**src/rtl/moving_average.sv**
```systemverilog
// Moving average over the last 2^DEPTH_LOG2 accepted samples, kept in a circular buffer with a running sum.
// Optional macro MOVING_AVERAGE_ROUND_EN selects round-half-up instead of truncation for avg and y.
module moving_average #(
    parameter int DATA_W     = 4,
    parameter int DEPTH_LOG2 = 2
) (
    input  logic              clk,
    input  logic              rst,
    input  logic              x_load,
    input  logic [DATA_W-1:0] x,
    input  logic              clr,
    output logic [DATA_W-1:0] avg,
    output logic              avg_valid,
    output logic              y
);

    localparam int N     = 1 << DEPTH_LOG2;
    localparam int SUM_W = DATA_W + DEPTH_LOG2;
    localparam logic [DEPTH_LOG2:0] N_CNT = (DEPTH_LOG2+1)'(N);

    logic [DATA_W-1:0]     buffer [N];
    logic [DEPTH_LOG2-1:0] wr_ptr;
    logic [DEPTH_LOG2:0]   count;
    logic [SUM_W-1:0]      sum;

    logic [DATA_W-1:0]     old_entry;
    logic [SUM_W-1:0]      sum_next;
    logic [DEPTH_LOG2:0]   count_next;
    logic [DATA_W-1:0]     avg_next;
    logic                  y_next;

`ifdef MOVING_AVERAGE_ROUND_EN
    logic [SUM_W:0]        sum_rnd;
`endif

    always_comb begin
        old_entry  = buffer[wr_ptr];
        // sum always covers old_entry, so the subtraction cannot wrap
        sum_next   = sum + SUM_W'(x) - SUM_W'(old_entry);
        count_next = (count == N_CNT) ? count : count + 1'b1;
`ifdef MOVING_AVERAGE_ROUND_EN
        sum_rnd    = {1'b0, sum_next} + (SUM_W+1)'(N / 2);
        avg_next   = sum_rnd[DEPTH_LOG2 +: DATA_W];
`else
        avg_next   = sum_next[DEPTH_LOG2 +: DATA_W];
`endif
        y_next     = (x > avg_next);
    end

    always_ff @(posedge clk or negedge rst) begin
        if (!rst) begin
            for (int i = 0; i < N; i++) buffer[i] <= '0;
            wr_ptr    <= '0;
            count     <= '0;
            sum       <= '0;
            avg       <= '0;
            avg_valid <= 1'b0;
            y         <= 1'b0;
        end else if (clr) begin
            for (int i = 0; i < N; i++) buffer[i] <= '0;
            wr_ptr    <= '0;
            count     <= '0;
            sum       <= '0;
            avg       <= '0;
            avg_valid <= 1'b0;
            y         <= 1'b0;
        end else if (x_load) begin
            buffer[wr_ptr] <= x;
            wr_ptr    <= wr_ptr + 1'b1;
            count     <= count_next;
            sum       <= sum_next;
            avg       <= avg_next;
            avg_valid <= (count_next == N_CNT);
            y         <= y_next;
        end
    end

endmodule

```
**config.mk**
```make
export PLATFORM = sky130hd
export DESIGN_NAME = moving_average
export DESIGN_NICKNAME = d
export VERILOG_FILES = /design/src/rtl/moving_average.sv
export SDC_FILE = /design/constraint.sdc
export NUM_CORES = 1
export LEC_CHECK = 0
export ABC_CLOCK_PERIOD_IN_PS = 4300
export BUFFER_PORTS_ARGS = -buffer_cell sky130_fd_sc_hd__buf_4
export CORE_ASPECT_RATIO = 1.1
export CORE_MARGIN = 2
export CORE_UTILIZATION = 59
export DETAILED_ROUTE_END_ITERATION = 8
export PLACE_DENSITY = 0.78
export SETUP_SLACK_MARGIN = 0.5
export SLEW_MARGIN = 10
export SYNTH_ARGS = -nofsm -noshare
export SYNTH_HDL_FRONTEND = slang
export SYNTH_SLANG_ARGS = --single-unit
export TNS_END_PERCENT = 10
```
**constraint.sdc**
```tcl
create_clock -name clk -period 4.3 [get_ports clk]
set_input_delay 0.215 -clock clk [delete_from_list [all_inputs] [get_ports clk]]
set_output_delay 0.215 -clock clk [all_outputs]
set_load 0.05 [all_outputs]
```
==> results of run 1 <==
-- final cells by class --
class / count / area share
repair buffers: 14 / 0.0539
multi-input cells: 135 / 0.492
well taps: 34 / 0.0213
inverters: 22 / 0.0413
flip-flops and latches: 29 / 0.364
clock buffers: 7 / 0.0276
-- layer usage --
| metal | part of all wire | track usage | vias up |
|---|---|---|---|
| li1 | - | - | 669 |
| met1 | 0.40 | 0.276 | 706 |
| met2 | 0.53 | 0.406 | 32 |
| met3 | 0.048 | 0.0642 | 10 |
| met4 | 0.023 | 0.113 | 0 |
| met5 | 0 | 0 | - |
-- state kept, by name (all words and copies together) (netlist names) --
signal     count
wr_ptr         2
count          3
buffer        16
y              1
avg            4
avg_valid      1
sum            2
-- cell usage after synthesis --
cell	n	area (um2)
dfrtp_1	29	726
nand2_1	29	109
inv_1	22	82.6
a21oi_1	21	105
ha_1	16	200
nand3_1	16	80.1
nor2_1	10	37.5
mux2i_1	7	70.1
buf_2	4	20.0
buf_4	4	30.0
fa_1	4	80.1
mux4_2	4	90.1
xnor2_1	4	35.0
a21o_1	3	22.5
nand2b_1	3	18.8
nor2b_1	3	18.8
xor2_1	3	26.3
buf_1	2	7.51
clkbuf_1	2	7.51
o21ai_0	2	10.0
a21oi_2	1	8.76
a31oi_1	1	6.26
and4_1	1	8.76
and4b_1	1	10.0
mux2_1	1	11.3
nor3_1	1	5.00
nor3b_1	1	7.51
o21ai_2	1	8.76
o22ai_1	1	6.26
o31ai_1	1	7.51
-- worst max path at each step --
stage,to,slack (ps),from
after floorplan,y,970,wr_ptr[0]
after global placement,y,850,wr_ptr[0]
after detailed placement,y,770,wr_ptr[0]
after CTS,y,740,wr_ptr[0]
after global routing,y,620,wr_ptr[0]
final,y,840,wr_ptr[0]
-- metrics by stage --
step           total power [W]  hold WS [ps]  instance area [um2]
4_1_cts                0.00102           159                 2000
3_3_place_gp          0.000810           155                 1930
5_1_grt                0.00110           156                 2000
6_report               0.00102           167                 2000
2_1_floorplan         0.000738         -80.6                 1860
3_5_place_dp          0.000844           164                 1930
-- cell usage in the layout (no fill, tap or decap), drive strengths merged, types with 7 or more instances in the layout --
cell type	n
clkbuf	7
dfrtp	29
nor2	10
a21oi	22
inv	22
nand2	29
nand3	16
ha	16
buf	13
mux2i	7
-- cells by family after synthesis --
kind of cell | synth area share
AOI/OAI and AO/OA | 0.0943
xor gates and xnor gates | 0.0330
adders and majority gates | 0.151
buffers and inverters | 0.0795
DFF | 0.391
muxes | 0.0923
and+or+nand+nor | 0.159
-- critical path: cells and delay by family (launching register included) --
| family | cells | cell delay [ps] |
|---|---|---|
| simple gates | 2 | 220 |
| xor+xnor | 1 | 220 |
| compound gates | 5 | 750 |
| fa+ha+maj | 3 | 1070 |
| buf+inv | 1 | 70 |
| flops | 1 | 490 |
| mux | 1 | 550 |
-- power by group through the flow --
| stage | sequential, W | clock, W | combinational (W) |
|---|---|---|---|
| finish | 0.000329 | 0.000173 | 0.000513 |
| global route | 0.000334 | 0.000189 | 0.000573 |
| CTS | 0.000329 | 0.000175 | 0.000512 |
| detailed placement | 0.000334 | 0 | 0.000509 |
| global placement | 0.000333 | 0 | 0.000477 |
| floorplan | 0.000333 | 0 | 0.000405 |
-- timing repair --
| action | 4_1_cts | 5_1_grt |
|---|---|---|
| endpoints found under the hold margin | 29 | 0 |
| hold buffers | 1 | 0 |
| setup endpoints to repair | 0 | 1 |
| resized for setup | 0 | 1 |
==> summary.md, run 1 <==
| Metric | Value |
|---|---|
| Outcome | `finished, final reports clean` |
| Worst Path Required | `4530 ps` |
| Clk pwr share | `0.171` |
| Internal power | `0.000591 W` |
| Insertion delay to the later sink of the worst-skew pair | `340 ps` |
| Clock skew | `12.0 ps` |
| Clk sink count | `29` |
| Ant. Diodes | `0` |
| Dpl cells | `233` |
| Switching Share | `0.418` |
| Initial antenna violation count | `0` |
| Slew headroom | `0.740` |
| Lkg Pwr | `0.962 nW` |
| Sequential cell area | `~730 um2` |
| PD cells | `508 nW/um2` |
| Die height | `between 60 and 70 um` |
| Max Cap Viol | `0` |
| Worst-path cell chain | `mux4_2 -> fa_1 -> inv_1 -> ha_1 -> a21o_1 -> a21oi_1 -> xor2_1 -> ha_1 -> nor2b_1 -> o21ai_0 -> nand2b_1 -> a21oi_1 -> o31ai_1` |
| Synthesized area | `1860 um2` |
| Vias | `1417` |
| Final hold violation count | `0` |
| Worst Reg2Reg Path Length in Cells | `13` |
| Overflow after GRT | `0` |
| H-tree Lvls | `2` |
| Setup ws final | `839 ps` |
| Max Slew Vio Count | `0` |
| Die footprint | `3610 um2` |
| R2r startpoint | `wr_ptr[0]` |
| Fin nets | `235` |
| CP max stage delay | `550 ps` |
| GRT Overall Usage | `0.240` |
| IO Pins | `14` |
| Crit path DAT | `3690 ps` |
| Crit Path Max Fanout | `8` |
| Fill count | `between 200 and 250` |
| RSZ-0062 raised after global routing | `false` |
| Area delta synth->final | `7.61%` |
| Setup slack, reg-to-reg | `840 ps` |
| First-pass GRT wire length | `6560 um` |
| Vias in the first global route | `1487` |
| Iteration-0 DRC Markers | `67` |
| Vias per cell | `between 5 and 6` |
| Min-delay src | `x[3]` |
| Setup WS pre-CTS | `about 770 ps` |
| Count of cell types in the netlist | `30` |
| Finished Layout Cells | `around 240` |
| Total CTS buffers | `5` |
| R2r endpoint | `y` |
| Switch Pwr | `0.000425 W` |
| Min-Delay Path Depth | `3` |
| Final period util | `0.805` |
| CTS tree | `yes` |
| Final core utilization | `0.661` |
| Final setup TNS | `0 ps` |
| Post-DP HPWL | `2720 um` |
| DRC Markers | `0` |
| CP startpoint kind | `flop` |
| Setup-failing EPs final | `0` |
| Hold EP | `buffer[15]` |
| CP max-delay cell | `mux4_2` |
| Min Tclk post-route | `~3500 ps` |
| Post-CTS Setup Repair Bufs | `0` |
| Area occupied by multi-input gates | `983 um2` |
| Max frequency | `289 MHz` |
| Antenna viol nets, final | `0` |
| Seq pwr share | `0.324` |
| Port Buf Inserts | `13` |
| CTS clk-pin slew, worst paths | `90 ps` |
| Row count | `21` |
| Largest net degree at the start of global routing | `37` |
| Syn Area/Cell | `9.38 um2` |
| Syn Nets | `226` |
| Die Wd | `57.5 um` |
| Tightest Pin Transition | `390 ps` |
| Hold Crit Class | `input port to flop` |
| CTS root buffer | `clkbuf_4` |
| Routability Congestion | `0.824` |
| Core area | `between 3000 and 4000 um2` |
| Synth Instances | `198` |
| Worst Setup Path Type | `flop to flop` |
| Drt first pass iters | `4` |
| Combinational share of power | `0.505` |
| Buffer depth of the longest clock path | `2` |
| Worst VDD drop | `0.402 mV` |
| DR WL/cell | `15.4 um` |
| Sequential share of the synthesized area | `0.391` |
| Fraction of layout cells with a size suffix above 1 | `0.126` |
| Crit path capture type | `flop` |
| Routed WL | `3710 um` |
| Yosys warns | `0` |
| Yosys reg bits | `29` |
| Initial Util | `0.614` |
No activity file was read; power rests on OpenSTA's default activity.
==> run 2: changes to the inputs <==
--- a/config.mk
+++ b/config.mk
@@ -5,13 +5,13 @@
 export SDC_FILE = /design/constraint.sdc
 export NUM_CORES = 1
 export LEC_CHECK = 0
-export ABC_CLOCK_PERIOD_IN_PS = 4300
+export ABC_CLOCK_PERIOD_IN_PS = 3000
 export BUFFER_PORTS_ARGS = -buffer_cell sky130_fd_sc_hd__buf_4
 export CORE_ASPECT_RATIO = 1.1
 export CORE_MARGIN = 2
-export CORE_UTILIZATION = 59
+export CORE_UTILIZATION = 54
 export DETAILED_ROUTE_END_ITERATION = 8
-export PLACE_DENSITY = 0.78
+export PLACE_DENSITY = 0.76
 export SETUP_SLACK_MARGIN = 0.5
 export SLEW_MARGIN = 10
 export SYNTH_ARGS = -nofsm -noshare
==> constraint.sdc (replaced) <==
create_clock -name clk -period 3 [get_ports clk]
set_input_delay 0.15 -clock clk [delete_from_list [all_inputs] [get_ports clk]]
set_output_delay 0.15 -clock clk [all_outputs]
set_load 0.05 [all_outputs]
==> summary.md, run 2 (synthesis gave the netlist of run 1 again) <==
| Metric | Value |
|---|---|
| Outcome | `finished, violations left` |
| Failing checks | `setup timing` |
| Worst Path Required | `roughly 3300 ps` |
| Antenna viol nets, final | `0` |
| Final period util | `1.08` |
| Hold WS | `116 ps` |
| Row count | `22` |
| Core area | `roughly 3300 um2` |
| Port Buf Inserts | `13` |
| Fraction of layout cells with a size suffix above 1 | `0.243` |
| Ant. Diodes | `0` |
| DRC Markers | `0` |
| Worst Setup Path Type | `flop to flop` |
| Die Wd | `approximately 60 um` |
| Tightest Pin Transition | `~400 ps` |
| Max frequency | `308 MHz` |
| Total CTS buffers | `5` |
| Dpl cell area | `around 2000 um2` |
| CP startpoint kind | `flop` |
| Vias per cell | `between 5 and 6` |
| Most frequent cells in the layout | `nand2_1, dfrtp_1, buf_4` |
| Largest net degree at the start of global routing | `37` |
| Routed WL | `between 3000 and 4000 um` |
| Max Cap Viol | `0` |
| Worst VDD drop | `between 0.4 and 0.5 mV` |
| Crit Path Max Fanout | `5` |
| First-pass GRT wire length | `around 6800 um` |
| Vias in the first global route | `1495` |
| Initial antenna violation count | `0` |
| Setup ws final | `-247 ps` |
| Die footprint | `3920 um2` |
| PD cells | `between 800 and 900 nW/um2` |
| H-tree Lvls | `2` |
| Max Slew Vio Count | `0` |
| RSZ-0062 raised after global routing | `true` |
| Vias | `1415` |
| Lkg Pwr | `1.03 nW` |
| CTS clk-pin slew, worst paths | `90 ps` |
| Top reg by flops | `buffer` |
| Slew headroom | `0.734` |
| Fill count | `between 200 and 300` |
| Clk sink count | `29` |
| CTS root buffer | `clkbuf_4` |
| Drt first pass iters | `4` |
| Final core utilization | `0.663` |
| Area delta synth->final | `17.9%` |
| CTS tree | `yes` |
| Post-DP HPWL | `2900 um` |
| DR WL/cell | `15.2 um` |
| Routability Congestion | `0.824` |
| Setup WS pre-CTS | `-306 ps` |
| Clock skew | `7.63 ps` |
| Insertion delay to the later sink of the worst-skew pair | `330 ps` |
| Setup-failing EPs final | `2` |
| Overflow after GRT | `0` |
| Crit path DAT | `3500 ps` |
| Biggest regs | `buffer: 16 flops, avg: 4 flops, count: 3 flops` |
| Number of flip-flops under the largest register name | `16` |
| Final hold violation count | `0` |
| Crit path capture type | `flop` |
| IO Pins | `14` |
| Min Tclk post-route | `3250 ps` |
| GRT Overall Usage | `0.239` |
| Iteration-0 DRC Markers | `73` |
| Initial Util | `0.562` |
| Fin nets | `246` |
| Hold Crit Class | `input port to flop` |
| Die height | `65.5 um` |
| Buffer depth of the longest clock path | `2` |
| Cell area after layout | `approximately 2200 um2` |
==> run 2: cell types whose count changed in the layout (fill, tap and decap cells not counted), moves of 3 or more <==
cell,delta
buf_4,+9
a21oi_1,-3
ha_4,+3
ha_1,-4
a21oi_2,+3
==> run 2: power by group <==
part / total (W) / internal, W / switching (W)
Combinational: 0.00107 / 0.000534 / 0.000538
Sequential: 0.000470 / 0.000432 / 0.0000375
Clock: 0.000245 / 0.000110 / 0.000135
Total: 0.00179 / 0.00108 / 0.000710
==> run 2: per-stage QoR <==
step / TNS [ps] / power [W] / std cells
3_3_place_gp: -229 / 0.00133 / 244
3_5_place_dp: -400 / 0.00137 / 244
4_1_cts: -292 / 0.00167 / 253
2_1_floorplan: -128 / 0.00111 / 198
6_report: -315 / 0.00179 / 254
5_1_grt: -627 / 0.00194 / 254
==> run 2: final cells by class <==
cell class                      instances  area (um2)  area share
Clock buffer                            7        55.1      0.0252
Inverter                               22        82.6      0.0377
Multi-Input combinational cell        135        1080       0.494
Sequential cell                        29         727       0.332
Tap cell                               36        45.0      0.0206
Timing Repair Buffer                   25         198      0.0903
==> run 2: final timing paths <==
path | start | endpoint | slack, ps | cells after the start
max | wr_ptr[0] | y | -250 | 12
min | x[3] | buffer[15] | 120 | 3
max reg2reg | wr_ptr[0] | y | -250 | 12
min reg2reg | y | y | 530 | 2
max in group asynchronous | rst | wr_ptr[0] | 2430 | 2
min in group asynchronous | rst | buffer[15] | 270 | 2
==> run 2: timing repair <==
item	4_1_cts	5_1_grt
hold endpoints to repair	29	0
gates cloned	0	0
setup endpoints to repair	5	5
resized for setup	4	10
pin swaps	7	8
buffers inserted	1	1
hold buffers	1	0
==> run 2: layer usage <==
metal,vias up,routed length (um),track usage
li1,690,-,-
met1,694,1690,0.300
met2,26,1970,0.390
met3,5,139,0.0630
met4,0,53,0.0917
met5,-,0,0
==> run 2: critical path, cell delays in order, from the launching register on <==
cell,delay [ps]
dfrtp_2,450
mux4_2,540
fa_1,510
inv_1,70
ha_4,220
a21o_1,190
a21oi_2,180
o21ai_4,90
xnor2_2,140
xnor2_1,170
ha_1,280
and4_1,180
o31ai_2,170
==> run 3: changes to the inputs <==
--- a/config.mk
+++ b/config.mk
@@ -8,10 +8,10 @@
 export ABC_CLOCK_PERIOD_IN_PS = 3000
 export BUFFER_PORTS_ARGS = -buffer_cell sky130_fd_sc_hd__buf_4
 export CORE_ASPECT_RATIO = 1.1
-export CORE_MARGIN = 2
 export CORE_UTILIZATION = 54
 export DETAILED_ROUTE_END_ITERATION = 8
 export PLACE_DENSITY = 0.76
+export RECOVER_POWER = 50
 export SETUP_SLACK_MARGIN = 0.5
 export SLEW_MARGIN = 10
 export SYNTH_ARGS = -nofsm -noshare
==> summary.md, run 3 (synthesis gave the netlist of run 1 again) <==
| Metric | Value |
|---|---|
| Cell area after layout | `2220 um2` |
| Worst VDD drop | `0.320 mV` |
| CTS root buffer | `clkbuf_4` |
| Switch Pwr | `0.000696 W` |
| Final core utilization | `0.704` |
| Final period util | `1.07` |
| Final hold violation count | `0` |
| Insertion delay to the later sink of the worst-skew pair | `340 ps` |
| Die Wd | `57.9 um` |
| Dpl cells | `244` |
| Core area | `3150 um2` |
| Post-DP HPWL | `between 2000 and 3000 um` |
| Finished Layout Cells | `255` |
| Worst Reg2Reg Path Length in Cells | `12` |
| Dpl cell area | `2050 um2` |
| Combinational share of power | `0.560` |
| Crit path capture type | `flop` |
| Clock skew | `8.32 ps` |
| Seq pwr share | `0.254` |
| Hold Crit Class | `input port to flop` |
| DRC Markers | `0` |
| Outcome | `finished, violations left` |
| Min-Delay Path Depth | `3` |
| Min Tclk post-route | `3200 ps` |
| Slew headroom | `-0.0767` |
| Worst Path Required | `~3300 ps` |
| Setup slack, reg-to-reg | `-200 ps` |
| Fill count | `around 240` |
| Vias | `1475` |
| Top reg by flops | `buffer` |
| Worst Setup Path Type | `flop to flop` |
| DR WL/cell | `between 15 and 20 um` |
| Initial antenna violation count | `0` |
| Tightest Pin Transition | `1620 ps` |
| Area delta synth->final | `19.6%` |
| Vias in the first global route | `1470` |
| Max Slew Vio Count | `30` |
| H-tree Lvls | `2` |
| Iteration-0 DRC Markers | `54` |
| Max Cap Viol | `1` |
| Switching Share | `0.377` |
| Most frequent cells in the layout | `nand2_1, dfrtp_1, buf_4` |
| Buffer depth of the longest clock path | `2` |
| GRT Overall Usage | `0.242` |
| Initial Util | `0.589` |
| Antenna viol nets, final | `0` |
| Lkg Pwr | `1.04 nW` |
| Port Buf Inserts | `13` |
| PD cells | `832 nW/um2` |
| Total CTS buffers | `5` |
| Drt first pass iters | `4` |
| Hold WS | `roughly 100 ps` |
| Fraction of layout cells with a size suffix above 1 | `0.240` |
| First-pass GRT wire length | `6600 um` |
| Crit path DAT | `3460 ps` |
| Vias per cell | `between 5 and 6` |
| CTS tree | `yes` |
| Setup-failing EPs final | `2` |
| Biggest regs | `buffer: 16 flops, avg: 4 flops, count: 3 flops` |
| Clk sink count | `29` |
| Largest net degree at the start of global routing | `37` |
| RSZ-0062 raised after global routing | `true` |
| Row count | `21` |
| Setup ws final | `-202 ps` |
| CTS clk-pin slew, worst paths | `100 ps` |
| Ant. Diodes | `0` |
| Crit Path Max Fanout | `5` |
| Number of flip-flops under the largest register name | `16` |
| Die height | `63.5 um` |
| Die footprint | `3680 um2` |
| Max frequency | `312 MHz` |
| Fin nets | `around 250` |
| Final setup TNS | `-360 ps` |
| Routability Congestion | `between 0.8 and 0.9` |
| Routed WL | `~4000 um` |
| Overflow after GRT | `0` |
| Internal power | `~0.0012 W` |
| IO Pins | `14` |
| Failing checks | `capacitance limit, slew limit, setup timing` |
| Clk pwr share | `0.186` |
| CP startpoint kind | `flop` |
## run 3: metrics by stage
stage,setup slack [ps],total power [W]
finish,-202,0.00185
CTS,-203,0.00182
detailed placement,-302,0.00139
global placement,-232,0.00134
global route,-373,0.00198
floorplan,-128,0.00111
## run 3: power by group through the flow
stage               logic [W]  registers (W)  clock network (W)
floorplan            0.000632       0.000477                  0
global placement     0.000870       0.000473                  0
detailed placement   0.000912       0.000476                  0
CTS                   0.00100       0.000468           0.000350
global route          0.00113       0.000477           0.000368
finish                0.00103       0.000470           0.000343
## run 3: routing by layer
layer  vias to the layer above  global-route usage  wire (um)
li1                        703                   -          -
met1                       736               0.287       1720
met2                        24               0.418       2070
met3                        12              0.0616        110
met4                         0              0.0833         97
met5                         -                   0          0
## run 3: path summary, 6_finish.rpt
| kind | to | start |
|---|---|---|
| setup reg to reg | y | wr_ptr[0] |
| hold reg to reg | y | y |
| setup / recovery | y | wr_ptr[0] |
| min in group asynchronous | count[2] | rst |
| max in group asynchronous | wr_ptr[0] | rst |
| hold / removal | buffer[10] | x[2] |
## run 3: what timing repair did
| item | in CTS | in global routing |
|---|---|---|
| resized for setup | 9 | 5 |
| setup endpoints to repair | 5 | 5 |
| setup buffers | 2 | 0 |
| hold buffers | 1 | 0 |
| pin swaps | 10 | 9 |
| endpoints found under the hold margin | 29 | 0 |
## run 3: layout make-up
type,count,area (um2),area share
inverters,22,85.1,0.0383
clock buffers,7,55.1,0.0248
flip-flops and latches,29,727,0.327
multi-input cells,135,1070,0.483
well taps,34,42.5,0.0192
repair buffers,27,209,0.0941
clock inverters,1,30.0,0.0135
## run 3: critical path, cell delays in order, from the launching register on
cell     delay (ps)
dfrtp_2         450
mux4_2          530
fa_1            510
inv_2            60
ha_4            260
a21o_1          160
nand2_2          80
o21ai_2         170
xnor2_1         150
xnor2_1         150
ha_1            260
and4_1          150
o31ai_1         180
